### src/rtl/clock_mode_ctrl.sv
// Button front-end for the clock display: sync/debounce, 1 ms tick, mode arbitration, display mux.
// Optional auto-repeat of bC/bD is compiled in with CLOCK_MODE_CTRL_AUTOREPEAT_EN.

module clock_mode_ctrl_db #(
  parameter int DB_TICKS = 10
) (
  input  logic clk,
  input  logic rst,
  input  logic tick,
  input  logic raw,
  output logic stable
);
  localparam int DW = $clog2(DB_TICKS + 1);

  logic          s1, s2;
  logic [DW-1:0] cnt;

  // Count ticks only while the synced level disagrees; any agreement restarts the run.
  always_ff @(posedge clk or posedge rst) begin
    if (rst) begin
      s1     <= 1'b0;
      s2     <= 1'b0;
      stable <= 1'b0;
      cnt    <= '0;
    end else begin
      s1 <= raw;
      s2 <= s1;
      if (s2 == stable) begin
        cnt <= '0;
      end else if (tick) begin
        if (cnt == DW'(DB_TICKS - 1)) begin
          stable <= s2;
          cnt    <= '0;
        end else begin
          cnt <= cnt + 1'b1;
        end
      end
    end
  end
endmodule

module clock_mode_ctrl #(
  parameter int CLK_DIV   = 100000,
  parameter int DB_TICKS  = 10,
  parameter int REP_DELAY = 500,
  parameter int REP_RATE  = 100
) (
  input  logic        clk,
  input  logic        rst,
  input  logic [4:0]  btn_raw,
  input  logic [2:0]  edit_in,
  input  logic [35:0] time_clk,
  input  logic [35:0] time_tmr,
  input  logic [35:0] time_sw,
  output logic        tick,
  output logic [1:0]  mode,
  output logic [3:0]  btn_clk,
  output logic [3:0]  btn_tmr,
  output logic [3:0]  btn_sw,
  output logic [35:0] disp_time,
  output logic        disp_edit
);
  localparam int NUM_BTN = 5;
  localparam int PW = (CLK_DIV > 1) ? $clog2(CLK_DIV) : 1;

  typedef enum logic [1:0] {M_CLK = 2'd0, M_TMR = 2'd1, M_SW = 2'd2} mode_t;

  logic [PW-1:0]      pcnt;
  logic [NUM_BTN-1:0] stable, stable_q, press;
  logic [3:0]         rep_pulse, routed;
  logic               edit_cur;
  mode_t              mode_q;

  always_ff @(posedge clk or posedge rst) begin
    if (rst) begin
      pcnt <= '0;
      tick <= 1'b0;
    end else begin
      tick <= (pcnt == PW'(CLK_DIV - 1));
      pcnt <= (pcnt == PW'(CLK_DIV - 1)) ? '0 : pcnt + 1'b1;
    end
  end

  for (genvar i = 0; i < NUM_BTN; i++) begin : g_db
    clock_mode_ctrl_db #(.DB_TICKS(DB_TICKS)) u_db (
      .clk(clk), .rst(rst), .tick(tick), .raw(btn_raw[i]), .stable(stable[i])
    );
  end

  always_ff @(posedge clk or posedge rst) begin
    if (rst) stable_q <= '0;
    else     stable_q <= stable;
  end

  assign press = stable & ~stable_q;

`ifdef CLOCK_MODE_CTRL_AUTOREPEAT_EN
  localparam int REP_MAX = (REP_DELAY > REP_RATE) ? REP_DELAY : REP_RATE;
  localparam int RW = $clog2(REP_MAX + 1);

  logic          rep_act, rep_first, rep_sel, rep_hold, rep_due;
  logic [RW-1:0] rep_cnt;

  // rep_sel: 1 tracks bD, 0 tracks bC; the latest press of either takes over.
  assign rep_hold = rep_sel ? stable[3] : stable[0];
  assign rep_due  = tick & rep_act & rep_hold & ~(press[3] | press[0]) &
                    (rep_first ? (rep_cnt == RW'(REP_DELAY - 1)) : (rep_cnt == RW'(REP_RATE - 1)));
  assign rep_pulse = rep_due ? (rep_sel ? 4'b1000 : 4'b0001) : 4'b0000;

  always_ff @(posedge clk or posedge rst) begin
    if (rst) begin
      rep_act   <= 1'b0;
      rep_first <= 1'b0;
      rep_sel   <= 1'b0;
      rep_cnt   <= '0;
    end else if (press[3] | press[0]) begin
      rep_act   <= 1'b1;
      rep_first <= 1'b1;
      rep_sel   <= press[3];
      rep_cnt   <= '0;
    end else if (rep_act) begin
      if (!rep_hold) begin
        rep_act <= 1'b0;
      end else if (tick) begin
        if (rep_due) begin
          rep_cnt   <= '0;
          rep_first <= 1'b0;
        end else begin
          rep_cnt <= rep_cnt + 1'b1;
        end
      end
    end
  end
`else
  assign rep_pulse = 4'b0000;
`endif

  // A bU press swallows repeats in the same cycle even when the mode is edit-locked.
  assign routed = press[3:0] | (press[4] ? 4'b0000 : rep_pulse);

  always_comb begin
    edit_cur = edit_in[0];
    case (mode_q)
      M_TMR:   edit_cur = edit_in[1];
      M_SW:    edit_cur = edit_in[2];
      default: edit_cur = edit_in[0];
    endcase
  end

  always_ff @(posedge clk or posedge rst) begin
    if (rst) begin
      mode_q  <= M_CLK;
      btn_clk <= '0;
      btn_tmr <= '0;
      btn_sw  <= '0;
    end else begin
      btn_clk <= '0;
      btn_tmr <= '0;
      btn_sw  <= '0;
      if (press[4] && !edit_cur) begin
        case (mode_q)
          M_CLK:   mode_q <= M_TMR;
          M_TMR:   mode_q <= M_SW;
          default: mode_q <= M_CLK;
        endcase
      end else begin
        case (mode_q)
          M_TMR:   btn_tmr <= routed;
          M_SW:    btn_sw  <= routed;
          default: btn_clk <= routed;
        endcase
      end
    end
  end

  assign mode = mode_q;

  always_ff @(posedge clk or posedge rst) begin
    if (rst) begin
      disp_time <= '0;
      disp_edit <= 1'b0;
    end else begin
      case (mode_q)
        M_TMR:   begin disp_time <= time_tmr; disp_edit <= edit_in[1]; end
        M_SW:    begin disp_time <= time_sw;  disp_edit <= edit_in[2]; end
        default: begin disp_time <= time_clk; disp_edit <= edit_in[0]; end
      endcase
    end
  end
endmodule

### config.mk
export PLATFORM = sky130hd
export DESIGN_NAME = clock_mode_ctrl
export DESIGN_NICKNAME = d
export VERILOG_FILES = /design/src/rtl/clock_mode_ctrl.sv
export SDC_FILE = /design/constraint.sdc
export NUM_CORES = 1
export LEC_CHECK = 0
export ABC_AREA = 1
export BUFFER_PORTS_ARGS = -buffer_cell sky130_fd_sc_hd__buf_2
export CAP_MARGIN = 40
export CORE_MARGIN = 2
export CORE_UTILIZATION = 50
export CTS_CLUSTER_DIAMETER = 120
export DETAILED_ROUTE_END_ITERATION = 10
export GPL_TIMING_DRIVEN = 0
export PLACE_DENSITY = 0.81
export RECOVER_POWER = 50
export SYNTH_ARGS = -nofsm -noshare
export SYNTH_HDL_FRONTEND = slang
export SYNTH_HIERARCHICAL = 1
export SYNTH_SLANG_ARGS = --single-unit
### constraint.sdc
create_clock -name clk -period 2.95 [get_ports clk]
set_clock_uncertainty 0.1 [all_clocks]
set_input_delay 0.1475 -clock clk [delete_from_list [all_inputs] [get_ports clk]]
set_output_delay 0.1475 -clock clk [all_outputs]
set_load 0.005 [all_outputs]
==> results of run 1 <==
[metal layers]
| layer | vias up | track usage [%] | part of all wire, % |
|---|---|---|---|
| li1 | 2455 | - | - |
| met1 | 2452 | 32.8 | 37 |
| met5 | - | 0 | 0 |
| met4 | 0 | 16.9 | 5.5 |
| met2 | 268 | 50.8 | 50 |
| met3 | 71 | 5.76 | 7.1 |
[worst max-delay path, cell delays in order, from the launching register on]
cell and delay [ps]:
dfrtp_1 420, inv_1 100, ha_1 280, buf_2 190, clkbuf_1 580, nor2_1 110, a21oi_1 160, dlygate4sd3_1 570
[final cells by class]
cell class                      instances  area (um2)  area share [%]
Sequential cell                       109        2730            38.8
Multi-Input combinational cell        425        1980            28.2
Timing Repair Buffer                  249        1630            23.2
Inverter                               67         255            3.63
Tap cell                              133         166            2.37
Clock buffer                           10         138            1.96
Buffer                                 16        77.6            1.10
Clock inverter                          6        46.3           0.658
Antenna cell                            3        7.51           0.107
[path summary, 6_finish.rpt]
| check | to | slack [ps] |
|---|---|---|
| worst max-delay path | disp_time[29]$_DFF_PP0_ | 370 |
| worst min-delay path | disp_edit$_DFF_PP0_ | 40 |
| worst max register to register | disp_time[29]$_DFF_PP0_ | 370 |
| worst min register to register | g_db[2].u_db/s2$_DFF_PP0_ | 260 |
| max in group asynchronous | pcnt[16]$_DFF_PP0_ | 530 |
| min in group asynchronous | g_db[3].u_db/stable$_DFFE_PP0P_ | 230 |
[metrics by stage]
| stage | setup WS (ps) | cells | setup TNS, ps | power, uW |
|---|---|---|---|---|
| 3_3_place_gp | -142 | 919 | -10180 | 1740 |
| 6_report | 372 | 1018 | 0 | 2670 |
| 2_1_floorplan | 821 | 617 | 0 | 1620 |
| 3_5_place_dp | 972 | 920 | 0 | 1750 |
| 4_1_cts | 415 | 1015 | 0 | 2680 |
| 5_1_grt | 106 | 1017 | 0 | 2770 |
[what timing repair did]
action	4_1_cts	5_1_grt
hold buffers	79	0
buffers inserted	0	0
hold endpoints to repair	101	0
[synthesized netlist by cell type (all sizes together)]
master,number,area share (%)
nor3,1,0.099
nand3b,4,0.60
nand2,157,12
nor2,118,10
o21bai,1,0.15
nand3,32,3.3
xnor2,1,0.17
nand4,7,0.87
o21ai,11,1.2
buf,14,1.4
inv,67,5.0
ha,5,1.2
xor2,9,1.6
clkbuf,2,0.15
dfrtp,109,54
a21oi,79,7.8
[registers in the layout (all words and copies together), names as in the netlist, 5 cells and up]
name / flops
disp_time: 36
g_db.u_db/cnt: 20
g_db.u_db/s1: 5
g_db.u_db/s2: 5
g_db.u_db/stable: 5
pcnt: 17
stable_q: 5
[cells by family (layout without fill, tap and decap cells)]
group | Yosys count | count (layout) | share of synthesized area (%)
AND/OR/NAND/NOR | 319 | 319 | 27.2
flip-flops | 109 | 109 | 54.1
AO/OA/AOI/OAI | 91 | 91 | 9.16
buffers and inverters | 83 | 348 | 6.58
XOR/XNOR | 10 | 10 | 1.74
adder cells (fa/ha/maj) | 5 | 5 | 1.24
other | 0 | 3 | 0
[power groups by stage]
| stage | combinational (uW) | sequential [uW] | clock, uW |
|---|---|---|---|
| floorplan | 52.6 | 1570 | 0 |
| global placement | 174 | 1560 | 0 |
| detailed placement | 183 | 1560 | 0 |
| CTS | 263 | 1540 | 883 |
| global route | 290 | 1540 | 937 |
| finish | 266 | 1540 | 871 |
==> flow_summary.yaml, run 1 <==
power:
  pwr-share-seq_pct: 57.5
  p_int_uw: 2020
  leakage_uw: 0.00371
  switching_share_pct: 24.6
  power_frac_comb_pct: 10.0
  ir_drop_v: 0.000263
  clkPwrFrac_pct: 32.6
  power_density_nw_per_um2: 380
  p_sw_uw: 658
synthesis:
  synthCells: 617
  synth-seq-cells: 109
  synth_warnings: 6
  ys_types: 24
  avgSynthCellArea_um2: 8.17
  synth-seq-area-share_pct: 54.1
  synth_fp_nets: 740
  syn-cell-area_um2: 5040
setup_path:
  critPathLaunch: "mode[0]$_DFFE_PP0P_"
  path_max_fanout: 10
  ff2ff_path_depth: 7
  crit_type: "reg -> reg"
  end_kind: "flop"
  rr_startpoint: "mode[0]$_DFFE_PP0P_"
  cp_data_required_time_ps: 3160
  startpoint_type: "flop"
  cp.arrival_ps: 2790
floorplanning:
  die_h_um: 104
  io_pins: 170
  die_area_um2: 10900
  start_util_pct: 51.6
  coreArea_um2: 9770
  die_w_um: 104
  fp-row-count: 36
timing:
  hold_slack_ps: 42.7
  final-setup-viol-count: 0
  worst_pin_slew_ps: 1340
  final-hold-violation-count: 0
  slew_headroom_pct: 10.6
  fmax_mhz: 388
  finalMaxSlewViolations: 0
  fin_crit_sh_pct: 87.4
  rsz0062_at_grt: "no"
  finalCriticalPeriod_ps: 2580
clock_tree:
  clock-root-buffer: "clkbuf_8"
  cts_resized: 0
  cts_max_level: 3
  cts.sinks: 109
  clkLatencyLatePin_ps: 380
  cts_made_buffers: 9
  path_clk_slew_ps: 110
  clk_path_buf_depth: 2
  cts_tree: "done"
grt:
  grt_usage_pct: 29.0
  grt_first_pass_wirelength_mm: 25.1
  antenna_found_initial: 3
  grt_max_degree: 55
  grt_pass1_vias: 5387
  overflow: 0
finish:
  final_area_um2: 7030
  drive_above_1_share_pct: 25.6
  nNetsFinal: 1000
  nFillCells: 692
  post-route-util_pct: 72.0
  layout_commonest_cell: "buf_2"
  syn_to_final_growth_pct: 39.5
  final_cell_mix: "buf_2 (177), nand2_1 (145), dfrtp_1 (109)"
placement:
  port_buffers: 169
  dp_hpwl_mm: 10.3
  place_area_um2: 6080
  gp_congestion: 0.917
hold_path:
  worstHoldPathCells: 5
  hp-class: "in -> reg"
  hp-start: "edit_in[2]"
route:
  drt-initial-drc-count: 371
  viasPerCell: 5.15
  firstDrtPassIters: 5
  post-route-drc-count: 0
  detail-route-antenna-nets: 0
  via_count: 5246
  drt-total-wl_mm: 15.4
  post_drt_wl_per_cell_um: 15.1
run_status:
  status: "finished clean"
flow_run:
  maxCapViolCount: 0
Note: power is estimated with default switching activity, not from simulation.
==> run 2: changes to the inputs <==
Settings changed: GPL_TIMING_DRIVEN 0 to unset.
==> run 2 against run 1 <==
Effect of this change:
- fmax down 0.64%
- non-clock buffer count down 10
- core utilization about the same
- critical path depth down 1
- combinational power about the same
- sequential cell count unchanged
- largest cell class unchanged
- first-iteration DRC count down 33%
==> flow_summary.yaml, run 2 (same netlist as run 1, synthesis figures left out) <==
grt:
  grt_usage_pct: 28.0
  grt_pass1_vias: 5163
  antenna_found_initial: 1
  grt_first_pass_wirelength_mm: 24.3
  overflow: 0
  grt_max_degree: 40
timing:
  hold_slack_ps: 197
  finalMaxSlewViolations: 0
  worst_pin_slew_ps: 1350
  finalCriticalPeriod_ps: 2590
  final-hold-violation-count: 0
  rsz0062_at_grt: "no"
  setup_tns_ps: 0
  setup_slack_ps: 355
  final-setup-viol-count: 0
  fin_crit_sh_pct: 88.0
  fmax_mhz: 385
  slew_headroom_pct: 10.0
setup_path:
  cpPeakStageDelay_ps: 630
  path_common_cell: "a21oi_1"
  cp_cell_sequence: "inv_1 -> ha_1 -> buf_4 -> a21oi_1 -> a21oi_1 -> dlygate4sd3_1"
  end_kind: "flop"
  cp.arrival_ps: 2800
  crit_slowest_cell: "ha_1"
  cp_data_required_time_ps: 3160
  crit_type: "reg -> reg"
  startpoint_type: "flop"
  path_max_fanout: 20
run_status:
  status: "finished clean"
power:
  p_int_uw: 2240
  pwr-share-seq_pct: 53.5
  p_total_uw: 2870
  ir_drop_v: 0.000303
  power_frac_comb_pct: 9.3
  power_density_nw_per_um2: 409
  switching_share_pct: 21.9
  leakage_uw: 0.00364
  clkPwrFrac_pct: 37.2
  p_sw_uw: 630
placement:
  pre_cts_slack_ps: 944
  gp_congestion: 0.923
  port_buffers: 169
  dp_hpwl_mm: 10.2
clock_tree:
  clock-root-buffer: "clkbuf_8"
  cts_resized: 0
  clk_path_buf_depth: 2
  clkLatencyLatePin_ps: 380
  cts_max_level: 3
  cts.sinks: 109
  cts_tree: "done"
  path_clk_slew_ps: 90
  cts_made_buffers: 9
route:
  drt-total-wl_mm: 14.9
  firstDrtPassIters: 5
  viasPerCell: 5.16
  post_drt_wl_per_cell_um: 14.8
  drt-initial-drc-count: 248
  via_count: 5189
  post-route-drc-count: 0
  detail-route-antenna-nets: 0
finish:
  layout_commonest_cell: "nand2_1"
  largest_reg_flops: 36
  final_cell_mix: "nand2_1 (145), buf_2 (141), dfrtp_1 (109)"
  drive_above_1_share_pct: 22.1
  nNetsFinal: 990
  post-route-util_pct: 72.0
  largestRegisters: "disp_time (36), g_db.u_db/cnt (20), pcnt (17)"
  syn_to_final_growth_pct: 39.6
  regMostFlops: "disp_time"
flow_run:
  maxCapViolCount: 0
floorplanning:
  fp-row-count: 36
  coreArea_um2: 9770
  io_pins: 170
  start_util_pct: 51.6
  die_area_um2: 10900
  die_h_um: 104
  die_w_um: 104
hold_path:
  hp-class: "in -> reg"
run 2: worst max-delay path, delay by kind of cell (launching register included):
kind / cells / cell delay, ps
buffers and inverters: 3 / 1110
AOI/OAI and AO/OA: 2 / 250
adders and majority gates: 1 / 630
DFF: 1 / 440
run 2: final timing paths:
kind                                              endpoint  slack (ps)  cells after the start                       from
max in group asynchronous          disp_time[31]$_DFF_PP0_        1180                      4                        rst
hold / removal                         mode[1]$_DFFE_PP0P_         200                      6                 edit_in[1]
setup / recovery                   disp_time[20]$_DFF_PP0_         360                      6        mode[0]$_DFFE_PP0P_
setup reg to reg                   disp_time[20]$_DFF_PP0_         360                      6        mode[0]$_DFFE_PP0P_
hold reg to reg                  g_db[1].u_db/s2$_DFF_PP0_         260                      0  g_db[1].u_db/s1$_DFF_PP0_
min in group asynchronous  g_db[1].u_db/cnt[2]$_DFFE_PP0P_         270                      3                        rst
run 2: power by group through the flow:
stage,combinational [uW],sequential (uW),clock [uW]
finish,267,1540,1070
floorplan,52.6,1570,0
CTS,264,1540,1080
global placement,179,1570,0
detailed placement,182,1570,0
global route,292,1540,1140
run 2: repair_timing:
item,4_1_cts,5_1_grt
setup buffers,0,0
hold buffers,80,0
endpoints found under the hold margin,112,0
run 2: final cells by class:
class,instances,area [um2]
Fill cell,709,2740
Clock buffer,10,128
Tap cell,133,166
Multi-Input combinational cell,425,1980
Sequential cell,109,2730
Timing Repair Buffer,255,1670
Antenna cell,1,2.50
Inverter,67,254
Clock inverter,6,109
run 2: stage by stage:
step	area [um2]	std cells
floorplan	5040	617
global placement	6030	909
detailed placement	6030	909
global route	7040	1006
CTS	7070	1005
finish	7040	1006
run 2: routing by layer:
layer	vias up	part of all wire [%]	track usage [%]
met4	0	4.1	13.0
met2	265	50	49.8
met3	53	7.5	6.52
met5	-	0	0
met1	2433	38	31.8
li1	2438	-	-
